===== config.mk =====
export PLATFORM = sky130hd
export DESIGN_NAME = median_iter_ctrl
export DESIGN_NICKNAME = d
export VERILOG_FILES = /design/src/rtl/median_iter_ctrl.sv
export SDC_FILE = /design/constraint.sdc
export NUM_CORES = 1
export LEC_CHECK = 0
export BUFFER_PORTS_ARGS = -buffer_cell sky130_fd_sc_hd__buf_2
export CAP_MARGIN = 5
export CORE_ASPECT_RATIO = 1.1
export CORE_MARGIN = 2
export CORE_UTILIZATION = 56
export CTS_CLUSTER_DIAMETER = 40
export DETAILED_ROUTE_END_ITERATION = 10
export HOLD_SLACK_MARGIN = 0.03
export PLACE_DENSITY = 0.82
export SLEW_MARGIN = 5
export SYNTH_ARGS = -nofsm -noshare
export SYNTH_HDL_FRONTEND = slang
export SYNTH_SLANG_ARGS = --single-unit

===== constraint.sdc =====
create_clock -name clock -period 4.1 [get_ports clock]
set_input_delay 0.82 -clock clock [delete_from_list [all_inputs] [get_ports clock]]
set_output_delay 0.82 -clock clock [all_outputs]
set_load 0.005 [all_outputs]

===== src/rtl/median_iter_ctrl.sv =====
// Quickselect median iteration controller: issues per-pass control tokens
// and recirculates stage feedback. Optional macro: MEDIAN_ITER_TIMEOUT_EN.
module median_iter_ctrl #(
   parameter int BUFF_SIZE     = 1024,
   parameter int BUFF_SIZE_BIT = 16,
   parameter int MEDIAN_POS    = 512,
   parameter int DEFAULT_PIVOT = 127,
   parameter int MAX_ITER      = 9
) (
   input  logic                     clock,
   input  logic                     reset,
   input  logic                     start,
   input  logic [BUFF_SIZE_BIT-1:0] frame_size,
   output logic [7:0]               tok_pivot,
   output logic [BUFF_SIZE_BIT-1:0] tok_buff_size,
   output logic [BUFF_SIZE_BIT-1:0] tok_median_pos,
   output logic [7:0]               tok_second,
   output logic                     tok_wr,
   input  logic                     tok_full,
   output logic                     px_sel,
   input  logic [7:0]               fb_pivot,
   input  logic [7:0]               fb_second,
   input  logic [BUFF_SIZE_BIT-1:0] fb_buff_size,
   input  logic [BUFF_SIZE_BIT-1:0] fb_median_pos,
   input  logic                     fb_valid,
   output logic                     fb_rd,
   output logic [7:0]               median,
   output logic                     median_valid,
   output logic                     busy,
   output logic [3:0]               iter_count,
   output logic                     err
);

   localparam logic [7:0] PIV0 = 8'(DEFAULT_PIVOT);
   localparam logic [BUFF_SIZE_BIT-1:0] MPOS0 = BUFF_SIZE_BIT'(MEDIAN_POS);
   localparam logic [BUFF_SIZE_BIT-1:0] ONE = BUFF_SIZE_BIT'(1);
`ifdef MEDIAN_ITER_TIMEOUT_EN
   localparam logic [3:0] IT_LAST = 4'(MAX_ITER - 1);
`endif

   logic [31:0] unused_cfg;
   assign unused_cfg = 32'(BUFF_SIZE + MAX_ITER);

   typedef enum logic [2:0] {
      S_IDLE,
      S_ISSUE,
      S_WAIT,
      S_CHECK,
      S_DONE
   } state_t;

   state_t state_q, state_d;

   logic [7:0]               piv_q, sec_q, lat_piv, lat_sec;
   logic [BUFF_SIZE_BIT-1:0] bsz_q, mpos_q, lat_bsz, lat_mpos;
   logic                     px_q, err_q;
   logic [3:0]               it_q;
   logic [7:0]               med_q;

   logic ld_start, ld_zero, ld_next, ld_end, set_err;

   assign tok_pivot      = piv_q;
   assign tok_buff_size  = bsz_q;
   assign tok_median_pos = mpos_q;
   assign tok_second     = sec_q;
   assign px_sel         = px_q;
   assign iter_count     = it_q;
   assign median         = med_q;
   assign err            = err_q;
   assign median_valid   = (state_q == S_DONE);
   assign busy           = (state_q != S_IDLE);

   always_ff @(posedge clock) begin
      if (reset)
         state_q <= S_IDLE;
      else
         state_q <= state_d;
   end

   always_comb begin
      state_d  = state_q;
      tok_wr   = 1'b0;
      fb_rd    = 1'b0;
      ld_start = 1'b0;
      ld_zero  = 1'b0;
      ld_next  = 1'b0;
      ld_end   = 1'b0;
      set_err  = 1'b0;
      unique case (state_q)
         S_IDLE: begin
            if (start) begin
               if (frame_size != '0) begin
                  ld_start = 1'b1;
                  state_d  = S_ISSUE;
               end else begin
                  ld_zero = 1'b1;
                  state_d = S_DONE;
               end
            end
         end
         S_ISSUE: begin
            tok_wr = ~tok_full;
            if (!tok_full)
               state_d = S_WAIT;
         end
         S_WAIT: begin
            fb_rd = fb_valid;
            if (fb_valid)
               state_d = S_CHECK;
         end
         S_CHECK: begin
            // A pass that fails to shrink the window would loop forever.
            if (lat_bsz <= ONE) begin
               ld_end  = 1'b1;
               state_d = S_DONE;
            end else if (lat_bsz >= bsz_q) begin
               ld_end  = 1'b1;
               set_err = 1'b1;
               state_d = S_DONE;
            end
`ifdef MEDIAN_ITER_TIMEOUT_EN
            else if (it_q == IT_LAST) begin
               ld_end  = 1'b1;
               set_err = 1'b1;
               state_d = S_DONE;
            end
`endif
            else begin
               ld_next = 1'b1;
               state_d = S_ISSUE;
            end
         end
         S_DONE: state_d = S_IDLE;
         default: state_d = S_IDLE;
      endcase
   end

   always_ff @(posedge clock) begin
      if (reset) begin
         piv_q    <= '0;
         bsz_q    <= '0;
         mpos_q   <= '0;
         sec_q    <= '0;
         lat_piv  <= '0;
         lat_bsz  <= '0;
         lat_mpos <= '0;
         lat_sec  <= '0;
         px_q     <= 1'b0;
         it_q     <= '0;
         med_q    <= '0;
         err_q    <= 1'b0;
      end else begin
         if (ld_start) begin
            piv_q  <= PIV0;
            bsz_q  <= frame_size;
            mpos_q <= MPOS0;
            sec_q  <= '0;
            px_q   <= 1'b0;
            it_q   <= '0;
            err_q  <= 1'b0;
         end
         if (ld_zero) begin
            med_q <= PIV0;
            err_q <= 1'b1;
         end
         if (fb_rd) begin
            lat_piv  <= fb_pivot;
            lat_bsz  <= fb_buff_size;
            lat_mpos <= fb_median_pos;
            lat_sec  <= fb_second;
         end
         if (ld_end)
            med_q <= lat_piv;
         if (set_err)
            err_q <= 1'b1;
         if (ld_next) begin
            piv_q  <= lat_piv;
            bsz_q  <= lat_bsz;
            mpos_q <= lat_mpos;
            sec_q  <= lat_sec;
            px_q   <= 1'b1;
            if (it_q != 4'hF)
               it_q <= it_q + 4'd1;
         end
      end
   end

endmodule


# Word-level counts from Yosys, hierarchy flattened
# Index checks and enable logic that the tools add are counted.
# word_totals
regBits	113
inputBits	69
out_inout_bits	66
word_cells	72
# op_classes
add_sub_neg	1
n_lt_le_gt_ge	2
eq_ne	8
n_mux	40
bitwise	1
reduce_logical	7
# op_table
op	n
two-way mux 16 bit	4
two-way mux 8 bit	6
two-way mux 1 bit	20
two-way mux 3 bit	6
greater-or-equal comparator 16 bit	1
<= comparator 16 x 1 -> 1 bit (second input constant)	1
nonzero test 16 bit	1
two-way mux 4 bit	3
one-hot mux 3 bit (4 select lines)	1
== test 3 x 2 -> 1 bit (second input constant)	2
inequality test 2 bit (second input constant)	3
nonzero test 3 bit	2
adder 4 x 1 -> 4 bit (second input constant)	1
inequality test 4 bit (second input constant)	1
nonzero test 2 bit	2
== test 3 x 1 -> 1 bit (second input constant)	1
== test 3 bit (second input constant)	1
zero test 3 bit	1
AND reduction 3 bit	1
inverter 1 bit	1

# Longest topological paths before layout
# Gate-level depths: netlist of the first run.
# logic_depth
word_depth	7
mapped_depth	10
ltp_nobuf	8

# Least setup slack after synthesis of the first run
# No wires, ideal clock.
# synth_timing
path_kind	input-to-output
from	input port fb_valid
to	output port fb_rd
arrival_time_ps	1391
required_ps	3280
slack_ps	1889
path_stages	4
path_cell_list	and2_1 nand2_1 inv_1 clkbuf_1
# synth_via
elab_chain_len	1
# synth_rtl
item	line	source
from (decl)	25	input logic fb_valid,
two-way mux 1 bit	89	unique case (state_q)
to (decl)	26	output logic fb_rd,
# Every way passes these cells.

# Worst setup path in the final report of the first run
# layout_timing
from	register bsz_q[14], in the netlist tok_buff_size[14]
to	register bsz_q[5], in the netlist tok_buff_size[5]
# layout_via
elab_chain_len	5
word_cells_on_any_way	6
classes_between	order compare (1); mux (4); reduce/logical (1)
# layout_rtl
item	line	source
from (decl)	55	logic [BUFF_SIZE_BIT-1:0] bsz_q, mpos_q, lat_bsz, lat_mpos;
from (signal assigned)	155	bsz_q <= frame_size;
from (signal assigned)	178	bsz_q <= lat_bsz;
greater-or-equal comparator 16 bit *	116	end else if (lat_bsz >= bsz_q) begin
two-way mux 1 bit *	116	
two-way mux 1 bit *	113	if (lat_bsz <= ONE) begin
two-way mux 1 bit *	89	
two-way mux 16 bit or nonzero test 2 bit (tied branches)	--	
# Every way passes the cells marked *; elsewhere a longest branch is shown, timed or not.
# A chain may end at the register's enable or synchronous reset.

==> results_dict.tcl, run 1 <==
set metrics [dict create \
    synth.distinct_cells 39 \
    end_kind "flip-flop" \
    netlist_top_cells_count "nand2_1 (156), dfxtp_1 (113), a21oi_1 (86), nor2_1 (47), nand3_1 (32)" \
    cts_max_level 4 \
    synth.mux.area_fraction_pct 0.2059 \
    switchingPower_w 0.0007150 \
    clk_latency_ns 0.50 \
    cp_top_family "simple AND/OR/NAND/NOR gates" \
    status "complete, no violations" \
    worst_slew_pin_slew_ns 1.161 \
    p_leak_nw 2.610 \
    drcViolationCount 0 \
    cp_slowest_stage_delay_ns 0.64 \
    initial_utilization_pct 57.81 \
    yosysTopAreaCell "dfxtp_1" \
    numPortBuffers 134 \
    area_growth_pct 25.25 \
    synth.most_common_cell "nand2_1" \
    period_needed_ns 3.020 \
    antenna_found_initial 0 \
    nNetsFinal 813 \
    ant_nets 0 \
    dr.pass1.iters 5 \
    overflow 0 \
    cap_violations 0 \
    die_w_um 92.83 \
    setup_ws_ns 1.080 \
    cpMaxStageDelayCell "nand4_4" \
    total_power_w 0.002859 \
    p_per_area_nw_per_um2 469.6 \
    synth_area_um2 4861 \
    synth-seq-cells 113 \
    dieArea_um2 9442 \
    synthAdderAreaFrac_pct 4.376 \
    drtIter0Drc 327 \
    grt_pass1_wl_mm 20.56 \
    synth_async_sr_flop_share_pct 0 \
    postSynthAreaPerCell_um2 7.904 \
    p_comb_share_pct 9.9 \
    vias 4822 \
    synth_nets 701 \
    rows 35 \
    crit_chain "inv_1, ha_1, nand4_1, nor2_1, a311oi_2, nand4_4, buf_4, a311oi_1" \
    worstSetupPathType "reg2reg" \
    hold_viol_final 0 \
    synth_top_family_by_area "simple AND/OR/NAND/NOR gates" \
    setup_viol 0 \
    start_kind "flip-flop" \
    synth-main-ff-cell "dfxtp_1" \
    ys_warn_count 0 \
    timing.final.max_slew_violations 0 \
    rsz0062_at_grt "no" \
    cp_max_fo 44 \
    path_clk_slew_ns 0.06 \
    cts_tree "done" \
    finalCritPeriodShare_pct 73.65 \
    p_int_w 0.002144 \
    skew_ns 0.008574 \
    relSlewSlack_pct 22.62 \
    syn_inst 615 \
    synth_compound_area_share_pct 16.40 \
    clockBufferDepth 2 \
    final_layout_size_suffix_gt1_share_pct 24.46 \
    worst-path-buf-inv 2 \
    synth-simple-area-share_pct 26.62 \
    cts_buffers 17 \
    post-place-ws_ns 1.106 \
    post_cts_buffers 0 \
    die-height_um 101.7 \
    yosysTopAreaCellShare_pct 46.54 \
    seqPwrFrac_pct 40.8 \
    synth_edf_count 0 \
    synth-seq-area-share_pct 46.54 \
    diodes 0 \
    vdd_ir_drop_max_mv 0.3217 \
    cts.sinks 113 \
    grt_max_degree 114 \
    finalSetupTns_ns 0 \
    clkPwrFrac_pct 49.2 \
    io_pins 135 \
    fmax_mhz 331.2 \
    drt_wl_total_mm 12.87 \
    root_buffer "clkbuf_8" \
    grt_pass1_vias 4405 \
    wl_per_cell_um 15.12 \
    globalRouteTotalUtil_pct 27.40 \
    dp_hpwl_mm 8.299 \
    coreArea_um2 8408 \
    gp_congestion 0.8685 \
    yosys-top-cells-area "dfxtp_1 (47%), nand2_1 (12%), a21oi_1 (8.9%), ha_1 (4.4%), nor2_1 (3.6%)" \
    p_sw_share_pct 25.01 \
    ctsResizeCount 0 \
    synth_xor_area_share_pct 0.1802 \
    hold_path.class "reg2reg" \
    hold_buffers 0 \
    worst_ep_required_time_ns 4.48 \
    critPathArrivalTime_ns 3.40 \
    vias_per_cell 5.666 \
]
## layer usage
metal | vias up | wire length [µm] | track usage (%) | part of all wire (%)
li1 | 2349 | - | - | -
met1 | 2264 | 5139 | 33.99 | 40
met2 | 189 | 6454 | 46.71 | 50
met3 | 20 | 1113 | 7.143 | 8.6
met4 | 0 | 163 | 9.050 | 1.3
met5 | - | 0 | 0 | 0
## power by group through the flow
stage          Sequential (W)  Combinational (W)  Clock [W]
2_1_floorplan         0.00118           0.000185          0
3_3_place_gp          0.00119           0.000271          0
3_5_place_dp          0.00119           0.000280          0
4_1_cts               0.00117           0.000283    0.00142
5_1_grt               0.00117           0.000315    0.00148
6_report              0.00117           0.000284    0.00141
## kinds of logic (layout without fill, tap and decap cells)
logic type      Yosys count  count (layout)
flops                   113             113
mux                       1               1
fa+ha+maj                17              17
compound gates          127             127
xor+xnor                  1               1
buf+inv                  65             190
simple gates            291             291
## state kept, by name, summed over array words and instances (netlist names)
signal and flops:
lat_mpos 16, lat_bsz 16, tok_second 8, lat_sec 8
state_q 3, median 8, tok_pivot 8, px_sel 1
tok_median_pos 16, iter_count 4, tok_buff_size 16, err 1
lat_piv 8
## path summary, 6_finish.rpt
path                                        start           endpoint  slack (ns)  cells past startpoint
worst min register to register        lat_mpos[2]  tok_median_pos[2]        0.45                      2
worst min-delay path                  lat_mpos[2]  tok_median_pos[2]        0.45                      2
worst max-delay path            tok_buff_size[14]   tok_buff_size[5]        1.08                      8
worst max register to register  tok_buff_size[14]   tok_buff_size[5]        1.08                      8
## cell usage in the layout, fill, tap and decap left out, types with 3 or more instances in the layout
cell type	instances
a211oi_1	3
a21oi_1	86
a311oi_1	15
and3_1	3
buf_2	133
buf_4	5
clkbuf_16	16
clkbuf_8	3
clkinv_2	3
clkinv_4	4
dfxtp_1	113
ha_1	17
inv_1	20
nand2_1	155
nand3_1	31
nand4_1	4
nor2_1	47
nor3_1	18
nor3b_1	3
nor4_1	7
o211ai_1	5
o21ai_0	3
o311a_1	7
or3_1	9
## per-stage QoR
stage	std cells	hold slack, ns	utilization (%)	cell area (µm²)
floorplan	615	0.4321	-	4861
global placement	819	0.4359	65.52	5509
detailed placement	819	0.4440	65.52	5509
CTS	851	0.4499	72.41	6088
global route	851	0.4719	72.41	6088
finish	851	0.4508	72.41	6088
## worst min-delay path, stage by stage, from the launching register on
cell	delay, ns
dfxtp_1	0.30
nand2_1	0.05
a21oi_1	0.05
## final cells by class
type                       count  area, µm²
clock inverter                12      133.9
sequential                   113       2262
multi-input combinational    437       2330
timing repair buffer         138      703.2
clock buffer                  20      445.4
tap                          111      138.9
fill                         675       2320
inverter                      20      75.07
No activity file was read; power rests on OpenSTA's default activity.
==> inputs of run 2 (changes only) <==
- CORE_UTILIZATION: 56 -> 52
- PLACE_DENSITY: 0.82 -> 0.77
- clock period: 4.1 -> 2.9 ns (I/O delays scaled with it)
==> results_dict.tcl, run 2 (synthesized netlist as in run 1, its figures left out) <==
set metrics [dict create \
    grt_max_degree 59 \
    startpoint "tok_buff_size[14]" \
    status "complete, no violations" \
    dp_hpwl_mm 8.847 \
    final_layout_size_suffix_gt1_share_pct 25.37 \
    end_kind "flip-flop" \
    coreArea_um2 9213 \
    worst_ep_required_time_ns 3.30 \
    die-height_um 105.4 \
    skew_ns 0.009347 \
    reg2reg_from "tok_buff_size[14]" \
    clk_latency_ns 0.51 \
    vdd_ir_drop_max_mv 0.3936 \
    drtIter0Drc 220 \
    ff2ff_setup_slack_ns 0.35 \
    cts_buffers 17 \
    grt_pass1_wl_mm 20.86 \
    start_kind "flip-flop" \
    hold_viol_final 0 \
    cts_max_level 4 \
    endpoint "state_q[0]" \
    globalRouteTotalUtil_pct 26.11 \
    setup_ws_ns 0.3456 \
    period_needed_ns 2.554 \
    p_leak_nw 2.671 \
    n_fill_cell 760 \
    seqPwrFrac_pct 40.0 \
    die_w_um 96.19 \
    wl_per_cell_um 15.29 \
    hold_buffers 0 \
    diodes 0 \
    finalCritPeriodShare_pct 88.08 \
    dieArea_um2 10140 \
    worstSetupPathType "reg2reg" \
    dr.pass1.iters 5 \
    final_cell_mix "nand2_1 (155), buf_2 (133), dfxtp_1 (113), a21oi_1 (86), nor2_1 (47)" \
    p_int_w 0.003107 \
    io_pins 135 \
    relSlewSlack_pct 35.45 \
    grt_pass1_vias 4450 \
    ctsResizeCount 0 \
    hold_path.class "in2reg" \
    post-place-ws_ns 0.3899 \
    critPathArrivalTime_ns 2.95 \
    clkPwrFrac_pct 49.7 \
    cts.sinks 113 \
    p_comb_share_pct 10.3 \
    register_area_um2 2262 \
    cts_tree "done" \
    reg2reg_to "state_q[0]" \
    post_cts_buffers 0 \
    clockBufferDepth 2 \
    finalSetupTns_ns 0 \
    final_common_cell "nand2_1" \
    multi_input_area_um2 2330 \
    switchingPower_w 0.001028 \
    root_buffer "clkbuf_8" \
    fmax_mhz 391.5 \
    drt_wl_total_mm 13.24 \
    cap_violations 0 \
    r2r_cells 8 \
    worst_slew_pin_slew_ns 0.9683 \
    nNetsFinal 822 \
    numPortBuffers 134 \
    min_from "fb_second[3]" \
    p_sw_share_pct 24.86 \
    setup_viol 0 \
    drcViolationCount 0 \
    rows 37 \
    path_clk_slew_ns 0.06 \
    vias_per_cell 5.551 \
    antenna_found_initial 0 \
    p_per_area_nw_per_um2 665.4 \
    gp_congestion 0.9034 \
    area_growth_pct 27.88 \
    timing.final.max_slew_violations 0 \
    overflow 0 \
    initial_utilization_pct 52.76 \
    cp_max_fo 42 \
    ant_nets 0 \
    rsz0062_at_grt "no" \
    vias 4807 \
]
[run 2: final cells by class]
class / count / area share (%)
Multi-Input combinational cell: 437 / 37.48
Tap cell: 117 / 2.355
Sequential cell: 113 / 36.39
Timing Repair Buffer: 147 / 13.00
Inverter: 20 / 1.208
Clock inverter: 13 / 2.617
Clock buffer: 19 / 6.944
[run 2: per-stage QoR]
step | cell area [µm²] | cells | utilization (%) | hold slack, ns | total power (W)
after floorplan | 4861 | 615 | - | 0.4321 | 0.001933
after global placement | 5622 | 834 | 61.02 | 0.4364 | 0.002093
after detailed placement | 5622 | 834 | 61.02 | 0.4434 | 0.002106
after CTS | 6216 | 866 | 67.47 | 0.2891 | 0.004159
after global routing | 6216 | 866 | 67.47 | 0.2947 | 0.004279
final | 6216 | 866 | 67.47 | 0.3074 | 0.004136
[run 2: critical path, stage by stage (launching register included)]
cell	delay (ns)
dfxtp_1	0.35
inv_1	0.06
ha_1	0.32
nand4_1	0.13
nor2_1	0.07
a311oi_2	0.48
nand4_4	0.39
buf_12	0.30
a2111oi_2	0.33
[run 2: power groups by stage]
stage / sequential (W) / clock (W) / combinational [W]
5_1_grt: 0.00166 / 0.00215 / 0.000471
6_report: 0.00165 / 0.00206 / 0.000425
3_3_place_gp: 0.00168 / 0 / 0.000412
2_1_floorplan: 0.00167 / 0 / 0.000261
3_5_place_dp: 0.00168 / 0 / 0.000422
4_1_cts: 0.00165 / 0.00208 / 0.000426
[run 2: how the worst min path moves through the flow]
stage,end,slack (ns),cells past startpoint
floorplan,tok_median_pos[0],0.43,2
global placement,tok_median_pos[0],0.44,2
detailed placement,tok_median_pos[12],0.44,2
CTS,lat_piv[2],0.29,3
global route,lat_piv[0],0.29,3
finish,lat_sec[3],0.31,3
[run 2: layer usage]
layer  GRT usage [%]  wire (µm)
met1           32.23       5468
met2           43.70       6579
met3           7.148       1044
met4           8.061        148
met5               0          0
==> inputs of run 3 (changes only) <==
- CORE_UTILIZATION: 52 -> 56
- PLACE_DENSITY: 0.77 -> 0.82
- clock period: 2.9 -> 3 ns (I/O delays scaled with it)
==> results_dict.tcl, run 3 (synthesized netlist as in run 1, its figures left out) <==
set metrics [dict create \
    period_needed_ns 2.723 \
    status "complete, no violations" \
    globalRouteTotalUtil_pct 29.35 \
    drtIter0Drc 287 \
    critPathArrivalTime_ns 3.10 \
    p_per_area_nw_per_um2 627.5 \
    drcViolationCount 0 \
    start_kind "flip-flop" \
    nNetsFinal 818 \
    post_cts_buffers 0 \
    initial_utilization_pct 57.81 \
    skew_ns 0.007492 \
    grt_max_degree 58 \
    seqPwrFrac_pct 41.6 \
    hold_path.class "in2reg" \
    ant_nets 0 \
    dp_hpwl_mm 8.884 \
    switchingPower_w 0.001025 \
    hold_buffers 0 \
    setup_viol 0 \
    p_sw_share_pct 26.68 \
    fin_area_um2 6121 \
    startpoint "tok_buff_size[9]" \
    dpl.cell_count 824 \
    diodes 0 \
    rsz0062_at_grt "no" \
    vias 4879 \
    final_layout_size_suffix_gt1_share_pct 25.10 \
    area_growth_pct 25.92 \
    path_clk_slew_ns 0.06 \
    crit_chain "inv_1, ha_1, a21oi_1, nor2_1, a311oi_2, nand4_4, buf_4, a2111oi_2" \
    clockBufferDepth 2 \
    hold_viol_final 0 \
    cap_violations 0 \
    dieArea_um2 9442 \
    finalSetupTns_ns 0 \
    whs_ns 0.3195 \
    placed_area_um2 5572 \
    min_from "fb_median_pos[14]" \
    grt_pass1_wl_mm 21.98 \
    rows 35 \
    worst_ep_required_time_ns 3.38 \
    overflow 0 \
    worstSetupPathType "reg2reg" \
    wl_per_cell_um 15.63 \
    io_pins 135 \
    end_kind "flip-flop" \
    clkPwrFrac_pct 47.8 \
    grt_pass1_vias 4694 \
    die-height_um 101.7 \
    coreArea_um2 8408 \
    clk_latency_ns 0.52 \
    cp_max_fo 20 \
    cts.sinks 113 \
    gp_congestion 0.8389 \
    die_w_um 92.83 \
    n_fill_cell 650 \
    drt_wl_total_mm 13.38 \
    cts_tree "done" \
    p_int_w 0.002816 \
    cpMaxStageDelayCell "a311oi_2" \
    antenna_found_initial 0 \
    p_leak_nw 2.632 \
    reg2reg_from "tok_buff_size[9]" \
    ctsResizeCount 0 \
    p_comb_share_pct 10.6 \
    vdd_ir_drop_max_mv 0.3630 \
    cp_slowest_stage_delay_ns 0.51 \
    finalCritPeriodShare_pct 90.78 \
    fin_cells 856 \
    fmax_mhz 367.2 \
    cts_buffers 17 \
    relSlewSlack_pct 36.01 \
    final_cell_mix "nand2_1 (155), buf_2 (133), dfxtp_1 (113), a21oi_1 (86), nor2_1 (47)" \
    final_common_cell "nand2_1" \
    root_buffer "clkbuf_8" \
    vias_per_cell 5.700 \
    cts_max_level 4 \
    numPortBuffers 134 \
    worst_slew_pin_slew_ns 0.9598 \
    dr.pass1.iters 5 \
    timing.final.max_slew_violations 0 \
]
run 3: final timing paths:
path,endpoint,slack (ns),cells after the start
worst max-delay path,state_q[0],0.28,8
worst min-delay path,lat_mpos[14],0.32,3
worst max register to register,state_q[0],0.28,8
worst min register to register,tok_median_pos[13],0.45,2
run 3: per-layer routing:
layer  routed length [µm]  global-route usage, %  up-vias  part of all wire (%)
li1                     -                      -     2354                     -
met1                 5279                  35.36     2231                    39
met2                 6461                  48.89      263                    48
met3                 1339                  8.854       31                    10
met4                  300                  12.67        0                   2.2
met5                    0                      0        -                     0
run 3: area by class of cell:
cell class,count,area (µm²),share of cell area (%)
repair buffers,143,765.7,12.51
multi-input cells,437,2330,38.06
clock buffers,17,414.1,6.766
well taps,111,138.9,2.269
flip-flops and latches,113,2262,36.96
clock inverters,15,135.1,2.208
inverters,20,75.07,1.226
run 3: power by group through the flow:
stage / combinational [W] / clock (W) / sequential (W)
2_1_floorplan: 0.000253 / 0 / 0.00162
3_3_place_gp: 0.000384 / 0 / 0.00162
3_5_place_dp: 0.000395 / 0 / 0.00163
4_1_cts: 0.000402 / 0.00186 / 0.00160
5_1_grt: 0.000450 / 0.00194 / 0.00160
6_report: 0.000405 / 0.00184 / 0.00160
run 3: through the flow:
step                total power (W)  setup slack (ns)  util [%]
floorplan                  0.001868            0.8847         -
global placement           0.002007            0.5063     66.26
detailed placement         0.002022            0.4237     66.26
CTS                        0.003853            0.3319     72.80
global route               0.003989            0.1386     72.80
finish                     0.003841            0.2765     72.80
run 3: worst max-delay path, delay by kind of cell, from the launching register on:
family / cells / cell delay [ns]
buffers and inverters: 2 / 0.40
AO/OA/AOI/OAI: 3 / 1.04
flip-flops: 1 / 0.38
adder cells (fa/ha/maj): 1 / 0.31
AND/OR/NAND/NOR: 2 / 0.45
